$ cat src/rtl/hasti_wb_bridge.sv
// HASTI (AHB-Lite) slave to Wishbone classic master bridge.
// Each accepted NONSEQ/SEQ transfer becomes one Wishbone single cycle; hready stalls the core.
module hasti_wb_bridge #(
    parameter int unsigned TIMEOUT_CYCLES = 255
) (
    input  logic        clk,
    input  logic        reset_n,
    input  logic [31:0] haddr,
    input  logic        hwrite,
    input  logic [2:0]  hsize,
    input  logic [1:0]  htrans,
    input  logic [31:0] hwdata,
    output logic [31:0] hrdata,
    output logic        hready,
    output logic        hresp,
    output logic [31:0] wb_adr_o,
    output logic [31:0] wb_dat_o,
    output logic [3:0]  wb_sel_o,
    output logic        wb_we_o,
    output logic        wb_cyc_o,
    output logic        wb_stb_o,
    input  logic [31:0] wb_dat_i,
    input  logic        wb_ack_i,
    input  logic        wb_err_i
);

    typedef enum logic [2:0] {
        S_IDLE,
        S_ACCESS,
        S_DONE,
        S_ERR1,
        S_ERR2
    } state_e;

    state_e      state_q;
    logic [15:0] tmo_q;
    logic [31:0] adr_q;
    logic [31:0] rdata_q;
    logic [3:0]  sel_q;
    logic        we_q;
    logic        cyc_q;
    logic        hready_q;
    logic        hresp_q;

    logic [3:0]  sel_d;
    logic        legal_d;
    logic        tmo_hit;

    // Lane enables and natural-alignment check for the address-phase transfer.
    always_comb begin
        sel_d   = '0;
        legal_d = 1'b0;
        case (hsize)
            3'd0: begin
                sel_d   = 4'b0001 << haddr[1:0];
                legal_d = 1'b1;
            end
            3'd1: begin
                sel_d   = haddr[1] ? 4'b1100 : 4'b0011;
                legal_d = ~haddr[0];
            end
            3'd2: begin
                sel_d   = '1;
                legal_d = (haddr[1:0] == 2'b00);
            end
            default: begin
                sel_d   = '0;
                legal_d = 1'b0;
            end
        endcase
    end

    // tmo_q counts ACCESS cycles including the current one, so a limit of N allows N cycles.
    assign tmo_hit = (TIMEOUT_CYCLES != 0) && (tmo_q == 16'(TIMEOUT_CYCLES));

    always_ff @(posedge clk) begin
        if (!reset_n) begin
            state_q  <= S_IDLE;
            tmo_q    <= '0;
            adr_q    <= '0;
            rdata_q  <= '0;
            sel_q    <= '0;
            we_q     <= 1'b0;
            cyc_q    <= 1'b0;
            hready_q <= 1'b1;
            hresp_q  <= 1'b0;
        end else begin
            case (state_q)
                S_ACCESS: begin
                    if (wb_err_i) begin
                        state_q  <= S_ERR1;
                        cyc_q    <= 1'b0;
                        hready_q <= 1'b0;
                        hresp_q  <= 1'b1;
                    end else if (wb_ack_i) begin
                        state_q  <= S_DONE;
                        cyc_q    <= 1'b0;
                        hready_q <= 1'b1;
                        hresp_q  <= 1'b0;
                        if (!we_q) begin
                            rdata_q <= wb_dat_i;
                        end
                    end else if (tmo_hit) begin
                        state_q  <= S_ERR1;
                        cyc_q    <= 1'b0;
                        hready_q <= 1'b0;
                        hresp_q  <= 1'b1;
                    end else begin
                        tmo_q <= tmo_q + 16'd1;
                    end
                end
                S_ERR1: begin
                    state_q  <= S_ERR2;
                    hready_q <= 1'b1;
                    hresp_q  <= 1'b1;
                end
                default: begin
                    // IDLE, DONE and ERR2 all present hready=1 and accept the next transfer.
                    if (htrans[1]) begin
                        adr_q <= {haddr[31:2], 2'b00};
                        we_q  <= hwrite;
                        sel_q <= sel_d;
                        if (legal_d) begin
                            state_q  <= S_ACCESS;
                            cyc_q    <= 1'b1;
                            tmo_q    <= 16'd1;
                            hready_q <= 1'b0;
                            hresp_q  <= 1'b0;
                        end else begin
                            state_q  <= S_ERR1;
                            cyc_q    <= 1'b0;
                            hready_q <= 1'b0;
                            hresp_q  <= 1'b1;
                        end
                    end else begin
                        state_q  <= S_IDLE;
                        hready_q <= 1'b1;
                        hresp_q  <= 1'b0;
                    end
                end
            endcase
        end
    end

    assign hrdata   = rdata_q;
    assign hready   = hready_q;
    assign hresp    = hresp_q;
    assign wb_adr_o = adr_q;
    assign wb_sel_o = sel_q;
    assign wb_we_o  = we_q;
    assign wb_cyc_o = cyc_q;
    assign wb_stb_o = cyc_q;
    assign wb_dat_o = hwdata;

endmodule

$ cat config.mk
export PLATFORM = sky130hd
export DESIGN_NAME = hasti_wb_bridge
export DESIGN_NICKNAME = d
export VERILOG_FILES = /design/src/rtl/hasti_wb_bridge.sv
export SDC_FILE = /design/constraint.sdc
export NUM_CORES = 1
export LEC_CHECK = 0
export BUFFER_PORTS_ARGS = -buffer_cell sky130_fd_sc_hd__buf_2
export CAP_MARGIN = 20
export CORE_MARGIN = 4
export CORE_UTILIZATION = 40
export CTS_CLUSTER_SIZE = 24
export DETAILED_ROUTE_END_ITERATION = 10
export MAX_ROUTING_LAYER = met4
export PLACE_DENSITY = 0.77
export SLEW_MARGIN = 20
export SYNTH_ARGS = -nofsm -noshare
export SYNTH_HDL_FRONTEND = slang
export SYNTH_SLANG_ARGS = --single-unit
$ cat constraint.sdc
create_clock -name clk -period 2 [get_ports clk]
set_clock_uncertainty 0.15 [all_clocks]
set_input_delay 0.6 -clock clk [delete_from_list [all_inputs] [get_ports clk]]
set_output_delay 0.6 -clock clk [all_outputs]
set_load 0.1 [all_outputs]
==> results.cfg, run 1 <==
[logic_synthesis]
synth-seq-cells = 89
syn_area_per_cell_um2 = 7.87
async_flop_share_pct = 0
ys_seq_area_share_pct = 48.1
synthDistinctLibCells = 43
ys_warn_count = 0
synthFlopType = dfxtp_1
synth-edff-count = 0
netlist_area_um2 = 3710
synthCells = 471

[power]
ir_drop_uv = 440
power.density_nw_per_um2 = 839
total_power_uw = 4130
p_leak_uw = 0.00217

[critical_path]
critical_path_class = reg -> reg
slowest_stage = or3b_4
path_buf_inv = 1
required_ns = 2.12
cp_max_fo = 5
endpoint_kind = register
cp_cell_sequence = or3b_4, or3_4, or2_4, buf_6, or3_1, a21oi_1
critPathMaxStageDelay_ns = 0.39
arrival_ns = 2.26
worst_path_dominant_cell_family = simple AND/OR/NAND/NOR gates
start_kind = register

[die]
start_util_pct = 41.9
num_rows = 34
core_um2 = 8850
io_pins = 211
die_h_um = 104
die_area_um2 = 10900
die_x_um = 104

[routing]
via_per_inst = 5.08
vias = 3625
ant_nets = 0
drt_first_iter_violations = 155
drc = 0
wl_per_cell_um = 14.3
first_pass_iters = 5
drt_wl_total_mm = 10.2

[run]
max_cap_violations = 0

[timing]
report.final.slew_viol_count = 0
worst_pin_slew_ns = 0.521
final-hold-violation-count = 0
fmax_mhz = 467
setup_tns_ns = -0.565
max_slew_margin_pct = 65.5
fin_crit_ns = 2.14
rsz0062_at_grt = yes
setup_violations = 11
setup_ws_ns = -0.143
final.period_utilization_pct = 107

[placement]
placed_cells = 696
place_congestion = 0.852
dp_hpwl_mm = 7.50
numPortBuffers = 143

[finish]
regArea_um2 = 1790
multi_input_area_um2 = 1700
drive_above_1_share_pct = 38.3
fillers = 810
stdcell_count = 713
synthToLayoutAreaGrowth_pct = 33.0
fin_nets = 710
most-common-layout-cells = nand2_1 (143), buf_2 (143), dfxtp_1 (83), a21oi_1 (69), buf_4 (27)
n_antenna_cell = 0
final_core_util_pct = 55.7

[cts]
clk_path_buf_depth = 2
numClockSinks = 89
cts_tree = built
clk_pin_slew_ns = 0.09
root_buffer = clkbuf_8
clk_latency_ns = 0.34
ctsHoldBuffers = 0
cts_inserted_buffers = 9
htree_num_levels = 3

[grt]
grt-ovfl-total = 0
grtUsageTotal_pct = 18.6
grt_pass1_vias = 3565
grt_max_degree = 38
antenna_found_initial = 0
grt_pass1_wl_mm = 16.5

[status]
status = finished, violations left
violations = negative setup slack

[min_path]
hold_class = reg -> reg
-- layout make-up --
cell class | count | share of cell area [%]
flip-flops and latches | 89 | 36.3
multi-input cells | 318 | 34.5
repair buffers | 180 | 21.6
well taps | 108 | 2.74
clock buffers | 9 | 2.51
clock inverters | 4 | 1.93
inverters | 5 | 0.381
-- registers in the layout (all words and copies together), names as in the netlist --
| register | flops |
|---|---|
| hrdata | 32 |
| wb_adr_o | 30 |
| tmo_q | 16 |
| wb_sel_o | 4 |
| state_q | 3 |
| hready | 1 |
| hresp | 1 |
| wb_cyc_o | 1 |
| wb_we_o | 1 |
-- power by group --
group	internal [uW]	leakage [uW]	switching (uW)
combinational	192	0.00133	679
clock	808	0.000111	583
sequential	1840	0.000727	33.6
-- synth_stat cells (all sizes together) (3+ instances only) --
cell type,number,area (um2)
nor2,16,60.1
dfxtp,89,1780
xnor2,5,43.8
nand4,7,43.8
a21oi,72,360
inv,5,18.8
clkbuf,23,86.3
a31oi,3,18.8
o21ai,8,40.0
or4,3,22.5
nor3,6,30.0
and2,6,37.5
buf,37,273
nand2,144,541
nand3,12,60.1
or2,3,18.8
-- worst paths after layout --
kind                            start                       end  slack, ns  depth (start not counted)
max           state_q[1]$_SDFFE_PN0P_    tmo_q[14]$_SDFFE_PN0P_      -0.14                          6
min          wb_adr_o[4]$_SDFFE_PN0P_  wb_adr_o[4]$_SDFFE_PN0P_       0.30                          2
max reg2reg   state_q[1]$_SDFFE_PN0P_    tmo_q[14]$_SDFFE_PN0P_      -0.14                          6
min reg2reg  wb_adr_o[4]$_SDFFE_PN0P_  wb_adr_o[4]$_SDFFE_PN0P_       0.30                          2
-- logic make-up (layout without fill, tap and decap cells) --
group | count (synthesis) | in the layout | synth area share (%)
adders and majority gates | 1 | 1 | 0.338
xor gates and xnor gates | 5 | 5 | 1.18
and+or+nand+nor | 213 | 213 | 25.7
AOI/OAI and AO/OA | 97 | 97 | 14.4
other | 1 | 2 | 0.101
DFF | 89 | 89 | 48.1
buffers and inverters | 65 | 198 | 10.2
-- repair_timing --
item	CTS	global route
gates resized for setup	21	19
endpoints found under the setup margin	20	20
setup buffers	2	2
pin swaps	12	17
-- metrics by stage --
step                      hold slack (ns)  setup slack, ns  instance area [um2]
after detailed placement            0.293           -0.229                 4510
final                               0.303           -0.143                 4930
after floorplan                     0.278           -0.161                 3730
after global placement              0.288           -0.206                 4510
after CTS                           0.306           -0.123                 4830
after global routing                0.317           -0.174                 4930
-- worst register-to-register path: stages, from the launching register on --
cell     delay (ns)
dfxtp_2        0.33
or3b_4         0.39
or3_4          0.38
or2_4          0.27
buf_6          0.12
or3_1          0.30
a21oi_1        0.14
-- metal layers --
metal,routed length [um],vias up,GRT usage [%]
li1,-,1792,-
met1,4110,1652,20.4
met2,5070,156,32.3
met3,813,25,5.09
met4,228,0,7.22
met5,0,-,-
No activity file was read; power rests on OpenSTA's default activity.
==> run 2: changes to the inputs <==
--- a/config.mk
+++ b/config.mk
@@ -7,9 +7,9 @@
 export LEC_CHECK = 0
 export BUFFER_PORTS_ARGS = -buffer_cell sky130_fd_sc_hd__buf_2
-export CAP_MARGIN = 20
 export CORE_MARGIN = 4
 export CORE_UTILIZATION = 40
 export CTS_CLUSTER_SIZE = 24
 export DETAILED_ROUTE_END_ITERATION = 10
+export GPL_TIMING_DRIVEN = 0
 export MAX_ROUTING_LAYER = met4
 export PLACE_DENSITY = 0.77
==> constraint.sdc (replaced) <==
create_clock -name clk -period 2 [get_ports clk]
set_clock_uncertainty 0.15 [all_clocks]
set_input_delay 0.3 -clock clk [delete_from_list [all_inputs] [get_ports clk]]
set_output_delay 0.3 -clock clk [all_outputs]
set_load 0.1 [all_outputs]
==> results.cfg, run 2 (same netlist as run 1, synthesis figures left out) <==
[critical_path]
critical_path_class = reg -> reg
cp_cell_sequence = or3b_4, or3_4, or2_4, buf_6, or3_1, a21oi_2
required_ns = 2.14
slowest_stage = or3b_4
path_buf_inv = 1
arrival_ns = 2.31
start_kind = register
endpoint_kind = register
worst_path_dominant_cell_family = simple AND/OR/NAND/NOR gates
cp_max_fo = 6
critPathMaxStageDelay_ns = 0.40

[die]
die_h_um = 104
core_um2 = 8850
num_rows = 34
die_area_um2 = 10900
die_x_um = 104
start_util_pct = 41.9
io_pins = 211

[grt]
grt_pass1_vias = 3851
grt-ovfl-total = 0
grtUsageTotal_pct = 20.0
antenna_found_initial = 0
grt_max_degree = 16
grt_pass1_wl_mm = 17.6

[routing]
ant_nets = 0
drt_first_iter_violations = 220
drt_wl_total_mm = 10.9
first_pass_iters = 4
vias = 3873
via_per_inst = 4.94
drc = 0
wl_per_cell_um = 13.9

[timing]
final.period_utilization_pct = 108
worst_pin_slew_ns = 0.686
setup_ws_ns = -0.164
final-hold-violation-count = 0
max_slew_margin_pct = 54.2
setup_violations = 14
fin_crit_ns = 2.16
fin_hold_ws_ns = 0.0113
report.final.slew_viol_count = 0
fmax_mhz = 462
rsz0062_at_grt = yes
setup_tns_ns = -1.31

[placement]
place_congestion = 0.870
post-place-ws_ns = -0.384
numPortBuffers = 174
dp_hpwl_mm = 8.05

[finish]
largest_reg_flops = 32
fin_nets = 778
synthToLayoutAreaGrowth_pct = 39.4
final_common_cell = buf_2
most-common-layout-cells = buf_2 (176), nand2_1 (143), dfxtp_1 (81), a21oi_1 (71), buf_4 (47)
n_antenna_cell = 0
final_core_util_pct = 58.4
drive_above_1_share_pct = 41.9

[cts]
cts_tree = built
clk_latency_ns = 0.36
clk_path_buf_depth = 2
clk_pin_slew_ns = 0.10
cts_inserted_buffers = 9
numClockSinks = 89
ctsHoldBuffers = 0
htree_num_levels = 3
root_buffer = clkbuf_8

[status]
violations = negative setup slack
status = finished, violations left

[run]
max_cap_violations = 0

[power]
power.density_nw_per_um2 = 815
ir_drop_uv = 479
p_leak_uw = 0.00235
total_power_uw = 4210

[min_path]
hold_class = in -> reg
[run 2: cell count changes in the layout (fill, tap and decap cells not counted), moves of 3 or more]
cell       before  now
buf_12          4    1
buf_6           6    3
buf_4          27   47
clkbuf_2        0    7
clkbuf_1        0   15
bufinv_16       3    0
buf_2         143  176
[run 2: report_power, final]
part           switching [uW]  leakage (uW)  internal [uW]
Sequential               35.9      0.000728           1840
Clock                     659     0.0000899            493
Combinational             944       0.00153            241
[run 2: metrics by stage]
step	cell area, um2	std cells
final	5170	784
after global routing	5170	784
after CTS	5100	783
after detailed placement	4740	754
after global placement	4740	754
after floorplan	3730	472
[run 2: tightest hold or removal path, cell delays in order]
cell     delay, ns
buf_2         0.10
nand2_1       0.04
a21oi_1       0.05
[run 2: cell type report]
type	count	area [um2]
Sequential cell	89	1790
Tap cell	108	135
Clock inverter	5	38.8
Clock buffer	11	141
Multi-Input combinational cell	318	1670
Fill cell	821	3680
Timing Repair Buffer	189	1000
Buffer	59	372
Inverter	5	18.8
[run 2: routing by layer]
layer  up-vias  global-route usage, %  part of all wire [%]  wire length [um]
met5         -                      -                     0                 0
li1       1935                      -                     -                 -
met3        15                   7.20                   9.2              1010
met2       179                   33.6                    50              5420
met4         0                   7.79                   1.4               148
met1      1744                   21.7                    40              4310
[run 2: worst paths after layout]
kind                             from                  endpoint  slack (ns)  cells past startpoint
min                      wb_dat_i[21]   hrdata[21]$_SDFFE_PN0P_        0.01                      3
max           state_q[1]$_SDFFE_PN0P_    tmo_q[14]$_SDFFE_PN0P_       -0.16                      6
max reg2reg   state_q[1]$_SDFFE_PN0P_    tmo_q[14]$_SDFFE_PN0P_       -0.16                      6
min reg2reg  wb_adr_o[4]$_SDFFE_PN0P_  wb_adr_o[4]$_SDFFE_PN0P_        0.30                      2
[run 2: timing repair]
action,CTS,global route
endpoints found under the setup margin,49,79
gates cloned,0,0
resized for setup,15,37
buffers inserted,13,2
pin swaps,18,11
